===== src/rtl/dsdac_reg_pkg.sv =====
// Shared definitions for the delta-sigma DAC register-write path.
// Holds the receiver's register map (addresses and field positions) and
// the writer's state type. No ports.
package dsdac_reg_pkg;

  localparam int ADDR_BITS = 3;
  localparam int NUM_REGS  = 3;

  // Register addresses
  localparam logic [ADDR_BITS-1:0] REG_U     = 3'd0;
  localparam logic [ADDR_BITS-1:0] REG_CTRL  = 3'd1;
  localparam logic [ADDR_BITS-1:0] REG_PULSE = 3'd2;

  // CTRL register bit positions
  localparam int CTRL_RSHIFT_LSB   = 8;
  localparam int CTRL_RSHIFT_MSB   = 11;
  localparam int CTRL_RESET_LFSR   = 12;
  localparam int CTRL_FORCE_ERR    = 13;
  localparam int CTRL_DUAL_SLOPE   = 14;
  localparam int CTRL_DOUBLE_SLOPE = 15;

  // PULSE register fields
  localparam int PULSE_DIVIDER_LSB    = 0;
  localparam int PULSE_DIVIDER_MSB    = 7;
  localparam int PULSE_NOISE_MODE_LSB = 14;
  localparam int PULSE_NOISE_MODE_MSB = 15;

  typedef enum logic [2:0] {
    ST_IDLE      = 3'd0,
    ST_LO_SETUP  = 3'd1,
    ST_LO_STROBE = 3'd2,
    ST_HI_SETUP  = 3'd3,
    ST_HI_STROBE = 3'd4
  } wr_state_e;

endpackage


===== src/rtl/dsdac_reg_writer_sync2.sv =====
// Generic two-flop synchronizer for a single asynchronous input.
// Ports: clk, rst_n (async active-low), d (async in), q (synchronized out).
// RST_VAL sets the level both flops take during reset.
module dsdac_reg_writer_sync2 #(
  parameter logic RST_VAL = 1'b0
) (
  input  logic clk,
  input  logic rst_n,
  input  logic d,
  output logic q
);

  logic meta_q, meta_d;
  logic sync_q, sync_d;

  always_comb begin
    meta_d = d;
    sync_d = meta_q;
  end

  always_ff @(posedge clk or negedge rst_n) begin
    if (!rst_n) begin
      meta_q <= RST_VAL;
      sync_q <= RST_VAL;
    end else begin
      meta_q <= meta_d;
      sync_q <= sync_d;
    end
  end

  assign q = sync_q;

endmodule


===== src/rtl/dsdac_reg_writer.sv =====
// Host-side transmitter for the DAC byte-serial register-write interface.
// A 16-bit {addr, data} request is sent as two byte phases: the low byte
// is latched by the receiver on the data_part falling edge, the full word
// on the rising edge. In ack mode each strobe phase waits for the echo pin
// to mirror the strobe before its hold time starts.
//
// Ports:
//   clk, rst_n              clock, async active-low reset
//   req_valid/req_ready     request handshake (ready only in IDLE)
//   req_addr, req_data      register address and value
//   ack_mode                gate strobe phases on echo (sampled at accept)
//   data_out, addr_out      DAC data bus and address
//   data_part_out, echo_out strobe and echo probe (identical, idle high)
//   echo_in                 asynchronous echo return
//   busy, done, err         status; done/err are one-cycle pulses
//
// state        | meaning
// ST_IDLE      | waiting for a request, strobe high
// ST_LO_SETUP  | low byte on bus, strobe high, setup count
// ST_LO_STROBE | strobe low (receiver latches low byte), echo wait + hold
// ST_HI_SETUP  | high byte on bus, strobe low, setup count
// ST_HI_STROBE | strobe high (receiver writes word), echo wait + hold
module dsdac_reg_writer
  import dsdac_reg_pkg::*;
#(
  parameter int ADDR_BITS      = dsdac_reg_pkg::ADDR_BITS,
  parameter int SETUP_CYCLES   = 2,
  parameter int HOLD_CYCLES    = 4,
  parameter int TIMEOUT_CYCLES = 255,
  parameter int CNT_BITS       = 8
) (
  input  logic                 clk,
  input  logic                 rst_n,
  input  logic                 req_valid,
  output logic                 req_ready,
  input  logic [ADDR_BITS-1:0] req_addr,
  input  logic [15:0]          req_data,
  input  logic                 ack_mode,
  output logic [7:0]           data_out,
  output logic [ADDR_BITS-1:0] addr_out,
  output logic                 data_part_out,
  output logic                 echo_out,
  input  logic                 echo_in,
  output logic                 busy,
  output logic                 done,
  output logic                 err
);

  localparam logic [CNT_BITS-1:0] SETUP_LAST = CNT_BITS'(SETUP_CYCLES - 1);
  localparam logic [CNT_BITS-1:0] HOLD_LAST  = CNT_BITS'(HOLD_CYCLES - 1);
  localparam logic [CNT_BITS-1:0] TMO_LAST   = CNT_BITS'(TIMEOUT_CYCLES - 1);

  wr_state_e            state_q, state_d;
  logic [CNT_BITS-1:0]  cnt_q, cnt_d;
  logic                 wait_q, wait_d;
  logic                 ack_q, ack_d;
  logic [7:0]           hi_q, hi_d;
  logic [7:0]           data_q, data_d;
  logic [ADDR_BITS-1:0] addr_q, addr_d;
  logic                 dp_q, dp_d;
  logic                 echo_q;
  logic                 ready_q, ready_d;
  logic                 busy_q, busy_d;
  logic                 done_q, done_d;
  logic                 err_q, err_d;

  logic                 echo_sync;
  logic                 echo_target;
  logic [CNT_BITS-1:0]  hold_cnt;

  dsdac_reg_writer_sync2 #(.RST_VAL(1'b1)) u_echo_sync (
    .clk   (clk),
    .rst_n (rst_n),
    .d     (echo_in),
    .q     (echo_sync)
  );

  function automatic logic [CNT_BITS-1:0] cnt_inc(input logic [CNT_BITS-1:0] c);
    return (c == '1) ? c : c + CNT_BITS'(1);
  endfunction

  always_comb begin
    state_d = state_q;
    cnt_d   = cnt_q;
    wait_d  = wait_q;
    ack_d   = ack_q;
    hi_d    = hi_q;
    data_d  = data_q;
    addr_d  = addr_q;
    dp_d    = dp_q;
    done_d  = 1'b0;
    err_d   = 1'b0;
    // The strobe level the echo must reach in the current strobe phase.
    echo_target = (state_q == ST_HI_STROBE);
    // The cycle in which the echo first matches already counts as hold cycle 0.
    hold_cnt = wait_q ? '0 : cnt_q;

    case (state_q)
      ST_IDLE: begin
        if (req_valid && ready_q) begin
          data_d  = req_data[7:0];
          hi_d    = req_data[15:8];
          addr_d  = req_addr;
          ack_d   = ack_mode;
          dp_d    = 1'b1;
          cnt_d   = '0;
          state_d = ST_LO_SETUP;
        end
      end
      ST_LO_SETUP, ST_HI_SETUP: begin
        if (cnt_q >= SETUP_LAST) begin
          cnt_d   = '0;
          wait_d  = ack_q;
          dp_d    = (state_q == ST_HI_SETUP);
          state_d = (state_q == ST_HI_SETUP) ? ST_HI_STROBE : ST_LO_STROBE;
        end else begin
          cnt_d = cnt_inc(cnt_q);
        end
      end
      ST_LO_STROBE, ST_HI_STROBE: begin
        if (wait_q && (echo_sync != echo_target)) begin
          if (cnt_q >= TMO_LAST) begin
            err_d   = 1'b1;
            dp_d    = 1'b1;
            wait_d  = 1'b0;
            cnt_d   = '0;
            state_d = ST_IDLE;
          end else begin
            cnt_d = cnt_inc(cnt_q);
          end
        end else begin
          wait_d = 1'b0;
          if (hold_cnt >= HOLD_LAST) begin
            cnt_d = '0;
            if (state_q == ST_LO_STROBE) begin
              data_d  = hi_q;
              state_d = ST_HI_SETUP;
            end else begin
              done_d  = 1'b1;
              state_d = ST_IDLE;
            end
          end else begin
            cnt_d = cnt_inc(hold_cnt);
          end
        end
      end
      default: begin
        dp_d    = 1'b1;
        wait_d  = 1'b0;
        cnt_d   = '0;
        state_d = ST_IDLE;
      end
    endcase

    ready_d = (state_d == ST_IDLE);
    busy_d  = (state_d != ST_IDLE);
  end

  always_ff @(posedge clk or negedge rst_n) begin
    if (!rst_n) begin
      state_q <= ST_IDLE;
      cnt_q   <= '0;
      wait_q  <= 1'b0;
      ack_q   <= 1'b0;
      hi_q    <= '0;
      data_q  <= '0;
      addr_q  <= '0;
      dp_q    <= 1'b1;
      echo_q  <= 1'b1;
      ready_q <= 1'b0;
      busy_q  <= 1'b0;
      done_q  <= 1'b0;
      err_q   <= 1'b0;
    end else begin
      state_q <= state_d;
      cnt_q   <= cnt_d;
      wait_q  <= wait_d;
      ack_q   <= ack_d;
      hi_q    <= hi_d;
      data_q  <= data_d;
      addr_q  <= addr_d;
      dp_q    <= dp_d;
      echo_q  <= dp_d;
      ready_q <= ready_d;
      busy_q  <= busy_d;
      done_q  <= done_d;
      err_q   <= err_d;
    end
  end

  assign req_ready     = ready_q;
  assign busy          = busy_q;
  assign done          = done_q;
  assign err           = err_q;
  assign data_out      = data_q;
  assign addr_out      = addr_q;
  assign data_part_out = dp_q;
  assign echo_out      = echo_q;

endmodule


===== config.mk =====
export PLATFORM = sky130hd
export DESIGN_NAME = dsdac_reg_writer
export DESIGN_NICKNAME = d
export VERILOG_FILES = /design/src/rtl/dsdac_reg_pkg.sv /design/src/rtl/dsdac_reg_writer_sync2.sv /design/src/rtl/dsdac_reg_writer.sv
export SDC_FILE = /design/constraint.sdc
export NUM_CORES = 1
export LEC_CHECK = 0
export BUFFER_PORTS_ARGS = -buffer_cell sky130_fd_sc_hd__buf_4
export CAP_MARGIN = 10
export CORE_MARGIN = 4
export CORE_UTILIZATION = 30
export CTS_CLUSTER_SIZE = 25
export DETAILED_ROUTE_END_ITERATION = 16
export PLACE_DENSITY = 0.54
export SETUP_SLACK_MARGIN = 0.4
export SLEW_MARGIN = 25
export SYNTH_ARGS = -nofsm -noshare
export SYNTH_HDL_FRONTEND = slang
export SYNTH_SLANG_ARGS = --single-unit

===== constraint.sdc =====
create_clock -name clk -period 2.9 [get_ports clk]
set_input_delay 0.58 -clock clk [delete_from_list [all_inputs] [get_ports clk]]
set_output_delay 0.58 -clock clk [all_outputs]
set_load 0.005 [all_outputs]

==> results.py, run 1 <==
metrics = {
    "run_status": {
        "status": "finished, final reports clean",
    },
    "clocking": {
        "htreeDepth": 2,
        "root_buffer": "clkbuf_8",
        "cts_buffers": 5,
        "cts_tree": "done",
        "post_cts_buffers": 0,
        "cts_hold_buffers": 0,
        "cts_sinks": 39,
        "clk_pin_slew_ns": 0.08,
        "cts-resized-gates": 0,
        "cts_buffer_depth": 2,
        "worstSkewPairLatency_ns": 0.29,
    },
    "worst_setup_path": {
        "worst_setup_path_start_kind": "register",
        "path_max_fanout": 7,
        "critPathKind": "register to register",
        "reg2reg_depth": 7,
        "critPathCaptureType": "register",
        "worstPathArrival_ns": 2.42,
        "cp.required_ns": 3.07,
    },
    "synth": {
        "avgSynthCellArea_sq_um": 10.6,
        "synth_cells": 190,
        "synth_area_sq_mm": 0.00202,
        "ys_types": 49,
        "yosys_warnings": 0,
        "synthFlopType": "dfrtp_1",
        "synth-edff-count": 0,
        "synthArstFlopShare_pct": 100,
        "syn-num-nets": 219,
        "ys_seq_area_share_pct": 48.5,
        "ys_ff_latch": 39,
    },
    "grt": {
        "grt_pass1_wl_mm": 7.68,
        "grt_use_total_pct": 11.5,
        "antenna_found_initial": 0,
        "grt_pass1_vias": 1552,
        "grt_max_degree": 40,
        "grt.overflow.total": 0,
    },
    "route": {
        "drt-total-wl_mm": 4.48,
        "firstDrtPassIters": 4,
        "wl_per_cell_um": 14.7,
        "detail-route-antenna-nets": 0,
        "drt-initial-drc-count": 61,
        "routed-via-count": 1554,
        "drc": 0,
        "avgViaCountPerCell": 5.10,
    },
    "die": {
        "die_w_um": 90.1,
        "rows": 29,
        "die_area_sq_mm": 0.00812,
        "core-area_sq_mm": 0.00646,
        "ios": 41,
        "fp.dieH_um": 90.1,
        "initial_utilization_pct": 31.3,
    },
    "place": {
        "dpl.hpwl_mm": 3.30,
        "dpl_cell_area_sq_mm": 0.00236,
        "io_buffers": 40,
        "placed_cells": 297,
        "gp_congestion": 0.791,
    },
    "cells_and_area": {
        "final_common_cell": "buf_4",
        "fillers": 645,
        "stdcell_area_sq_mm": 0.00247,
        "antennaDiodeCount": 0,
        "final_cell_mix": "buf_4 (41), dfrtp_1 (36), a21oi_1 (19)",
        "stdcell_count": 305,
        "finalNetCount": 256,
        "drive_gt1_share_pct": 30.3,
        "areaGrowthSynthToFinish_pct": 22.3,
    },
    "power_and_ir_drop": {
        "fin_total_pwr_w": 0.00234,
        "ir_drop_mv": 0.406,
        "leakagePower_nw": 1.11,
        "p_per_area_mw_per_mm2": 947,
    },
    "sta": {
        "slew_violations": 0,
        "fmax_ghz": 0.444,
        "worst_slew_pin_slew_ns": 0.662,
        "rsz0062_at_grt": "false",
        "finalHoldViolations": 0,
        "fin_setup_tns_ns": 0,
        "setup_viol": 0,
        "min_period_ns": 2.25,
        "worst_clock_skew_ns": 0.00664,
        "slew_headroom_pct": 55.8,
        "timing.final.crit_share_pct": 77.6,
    },
    "worst_hold_path": {
        "hold_class": "input pin to async pin",
    },
    "flow_run": {
        "max-cap-violations": 0,
    },
}
==> flip-flops by register name (all words and copies together) (netlist names) <==
register,flops
wait_q,1
state_q,3
cnt_q,8
done,1
req_ready,1
err,1
ack_q,1
u_echo_sync.meta_q,1
u_echo_sync.q,1
hi_q,8
echo_out,1
busy,1
addr_out,3
data_out,8
==> routing by layer <==
layer / global-route usage [%] / share of wire [%]
met5: 0 / 0
met4: 3.44 / 1.2
met3: 4.34 / 8.0
met2: 18.7 / 46
met1: 14.1 / 45
==> Yosys cell counts, drive strengths merged, types with 2 or more instances <==
library cell / instances / share of area (%)
a21oi: 19 / 4.7
buf: 6 / 2.2
dfstp: 3 / 3.9
inv: 5 / 0.93
a221o: 2 / 0.99
o21ai: 9 / 2.4
nor3b: 2 / 0.74
nand2b: 3 / 0.93
a21o: 2 / 0.74
a41oi: 2 / 0.87
nor3: 8 / 2.0
clkbuf: 5 / 0.93
mux2i: 9 / 4.5
xnor2: 4 / 1.7
and3: 4 / 1.2
or4: 2 / 0.93
dfrtp: 36 / 45
nor2: 15 / 2.8
or2: 2 / 0.62
nand3: 3 / 0.74
a31oi: 2 / 0.62
and2: 2 / 0.62
nor2b: 2 / 0.62
nand2: 9 / 1.7
ha: 5 / 3.1
mux2: 12 / 6.7
nand3b: 3 / 1.7
==> path summary, 6_finish.rpt <==
kind,from,endpoint,slack (ns)
min in group clk,u_echo_sync.meta_q,u_echo_sync.q,0.36
max,cnt_q[0],busy,0.65
min reg2reg,u_echo_sync.meta_q,u_echo_sync.q,0.36
max reg2reg,cnt_q[0],busy,0.65
max in group asynchronous,rst_n,u_echo_sync.meta_q,2.29
min,rst_n,done,0.24
==> worst max-delay path: stages, from the launching register on <==
cell	delay, ns
dfrtp_1	0.46
inv_1	0.15
ha_1	0.16
nor2_1	0.05
or4_1	0.53
o21ai_0	0.33
nand2_1	0.11
or3_1	0.32
==> stage by stage <==
step	hold WS (ns)	utilization [%]	setup WS, ns
after floorplan	0.284	-	0.920
after global placement	0.346	36.6	0.786
after detailed placement	0.347	36.6	0.734
after CTS	0.269	38.3	0.675
after global routing	0.289	38.3	0.550
final	0.244	38.3	0.649
==> kinds of logic (layout without fill, tap and decap cells) <==
logic type | count (synthesis) | after routing | share of synthesized area, %
compound gates | 42 | 42 | 13.7
xor+xnor | 5 | 5 | 2.17
fa+ha+maj | 5 | 5 | 3.09
buf+inv | 16 | 54 | 4.08
flops | 39 | 39 | 48.5
mux | 21 | 21 | 11.1
simple gates | 62 | 62 | 17.3
==> where the power goes <==
part	switching, W	internal, W
clock	0.000193	0.000257
sequential	0.000156	0.000747
combinational	0.000479	0.000510
==> final cells by class <==
type                    instances  area (sq um)  area share [%]
multi-input cells             135           960            38.8
inverters                       5          18.8           0.759
repair buffers                 41           308            12.4
flip-flops and latches         39           980            39.6
well taps                      77          96.3            3.90
clock buffers                   6          72.6            2.94
clock inverters                 2          37.5            1.52
Note: power is estimated with default switching activity, not from simulation.
==> inputs of run 2 (changes only) <==
- ABC_AREA: unset -> 1
- clock period: 2.9 -> 2.3 ns (I/O delays scaled with it)
==> results.py, run 2 <==
metrics = {
    "die": {
        "initial_utilization_pct": 31.2,
        "core-area_sq_mm": 0.00683,
        "ios": 41,
        "rows": 30,
        "die_area_sq_mm": 0.00852,
        "fp.dieH_um": 92.3,
        "die_w_um": 92.3,
    },
    "cells_and_area": {
        "areaGrowthSynthToFinish_pct": 22.8,
        "finalNetCount": 318,
        "post-route-util_pct": 38.3,
        "final_cell_mix": "nand2_1 (65), buf_4 (42), dfrtp_1 (34)",
        "fillers": 743,
        "antennaDiodeCount": 0,
        "drive_gt1_share_pct": 28.6,
        "final_common_cell": "nand2_1",
    },
    "place": {
        "dpl.hpwl_mm": 3.68,
        "gp_congestion": 0.882,
        "io_buffers": 40,
        "pre_cts_ws_ns": 0.482,
    },
    "clocking": {
        "htreeDepth": 2,
        "cts_buffers": 5,
        "cts_sinks": 39,
        "cts_buffer_depth": 2,
        "cts_tree": "done",
        "root_buffer": "clkbuf_8",
        "cts_hold_buffers": 0,
        "clk_pin_slew_ns": 0.08,
        "worstSkewPairLatency_ns": 0.30,
    },
    "grt": {
        "grt_pass1_wl_mm": 8.00,
        "grt_max_degree": 40,
        "grt.overflow.total": 0,
        "antenna_found_initial": 0,
        "grt_pass1_vias": 1685,
        "grt_use_total_pct": 11.8,
    },
    "synth": {
        "synth_cells": 244,
        "yosys-top-cells-count": "nand2_1 (65), dfrtp_1 (36), inv_1 (23)",
        "avgSynthCellArea_sq_um": 8.74,
        "synth-edff-count": 0,
        "synth_area_sq_mm": 0.00213,
        "synth.most_common_cell": "nand2_1",
        "ys_seq_area_share_pct": 46.0,
        "ys_types": 29,
        "synthArstFlopShare_pct": 100,
        "syn-num-nets": 273,
        "netlist_top_cells_area": "dfrtp_1 (42%), nand2_1 (11%), nand3_1 (5.2%)",
        "yosys_warnings": 0,
        "synth_area_leader_cell": "dfrtp_1",
        "synth_top_area_share_pct": 42.3,
        "ys_ff_latch": 39,
        "synthFlopType": "dfrtp_1",
    },
    "sta": {
        "fmax_ghz": 0.577,
        "worst_slew_pin_slew_ns": 0.546,
        "slew_headroom_pct": 63.5,
        "min_period_ns": 1.73,
        "worst_clock_skew_ns": 0.00906,
        "timing.final.crit_share_pct": 75.4,
        "fin_setup_tns_ns": 0,
        "layout_setup_ws_ns": 0.566,
        "slew_violations": 0,
        "rsz0062_at_grt": "false",
        "finalHoldViolations": 0,
        "setup_viol": 0,
    },
    "worst_setup_path": {
        "reg2reg_depth": 5,
        "r2r_end": "hi_q[7]",
        "worstSetupEndpoint": "hi_q[7]",
        "cp.required_ns": 2.48,
        "critPathKind": "register to register",
        "setup.worst_path.start": "state_q[2]",
        "critPathCaptureType": "register",
        "worstPathArrival_ns": 1.91,
        "r2r_slack_ns": 0.57,
        "path_max_fanout": 12,
        "worst_setup_path_start_kind": "register",
        "r2r-start": "state_q[2]",
    },
    "route": {
        "drc": 0,
        "detail-route-antenna-nets": 0,
        "drt-total-wl_mm": 4.86,
        "firstDrtPassIters": 5,
        "wl_per_cell_um": 12.6,
        "drt-initial-drc-count": 73,
        "routed-via-count": 1733,
        "avgViaCountPerCell": 4.49,
    },
    "run_status": {
        "status": "finished, final reports clean",
    },
    "worst_hold_path": {
        "hold_class": "input pin to async pin",
    },
    "power_and_ir_drop": {
        "ir_drop_mv": 0.523,
        "p_per_area_mw_per_mm2": 1140,
        "leakagePower_nw": 1.28,
    },
    "flow_run": {
        "max-cap-violations": 0,
    },
}
## run 2: routing by layer
metal | vias to the layer above | share of wire, % | global-route usage (%)
li1 | 886 | - | -
met4 | 0 | 1.5 | 3.71
met5 | - | 0 | 0
met3 | 6 | 3.4 | 2.68
met2 | 29 | 48 | 19.6
met1 | 812 | 47 | 15.3
## run 2: worst max-delay path, stage by stage, from the launching register on
cell	delay, ns
dfrtp_1	0.45
nor2_2	0.19
nand2_1	0.11
inv_2	0.08
nand2_1	0.33
mux2_1	0.44
## run 2: through the flow
| step | std cells | total power (W) | hold WS [ns] | area [sq um] |
|---|---|---|---|---|
| 5_1_grt | 386 | 0.00324 | 0.154 | 2620 |
| 6_report | 386 | 0.00298 | 0.111 | 2620 |
| 4_1_cts | 384 | 0.00298 | 0.135 | 2590 |
| 3_3_place_gp | 376 | 0.00249 | 0.346 | 2510 |
| 3_5_place_dp | 376 | 0.00251 | 0.349 | 2510 |
| 2_1_floorplan | 244 | 0.00208 | 0.164 | 2130 |
## run 2: worst min path at each step
stage	slack, ns	start	cells past startpoint	end
after floorplan	0.16	rst_n	0	ack_q
after global placement	0.35	u_echo_sync.meta_q	0	u_echo_sync.q
after detailed placement	0.35	u_echo_sync.meta_q	0	u_echo_sync.q
after CTS	0.14	rst_n	1	cnt_q[1]
after global routing	0.15	rst_n	1	cnt_q[1]
final	0.11	rst_n	1	cnt_q[1]
## run 2: power by group
part	switching (W)	total, W	leakage (nW)	internal, W
Clock	0.000248	0.000460	0.0412	0.000212
Combinational	0.000767	0.00140	0.751	0.000629
Sequential	0.000172	0.00112	0.485	0.000952
Total	0.00119	0.00298	1.28	0.00179
## run 2: what timing repair did
item / CTS / global route
setup endpoints to repair: 0 / 19
buffers inserted: 0 / 2
gates resized for setup: 0 / 6
## run 2: area by class of cell
type / instances / area, sq um / share of cell area [%]
multi-input cells: 174 / 1000 / 38.3
repair buffers: 43 / 330 / 12.6
clock inverters: 2 / 12.5 / 0.478
clock buffers: 6 / 72.6 / 2.77
flip-flops and latches: 39 / 982 / 37.5
inverters: 26 / 97.6 / 3.73
well taps: 96 / 120 / 4.59
## run 2: kinds of logic after synthesis
| family | after synthesis | share of synthesized area [%] |
|---|---|---|
| AOI/OAI and AO/OA | 23 | 6.28 |
| buffers and inverters | 31 | 7.10 |
| muxes | 20 | 10.1 |
| adders and majority gates | 5 | 2.93 |
| DFF | 39 | 46.0 |
| and+or+nand+nor | 124 | 26.8 |
| xor gates and xnor gates | 2 | 0.822 |
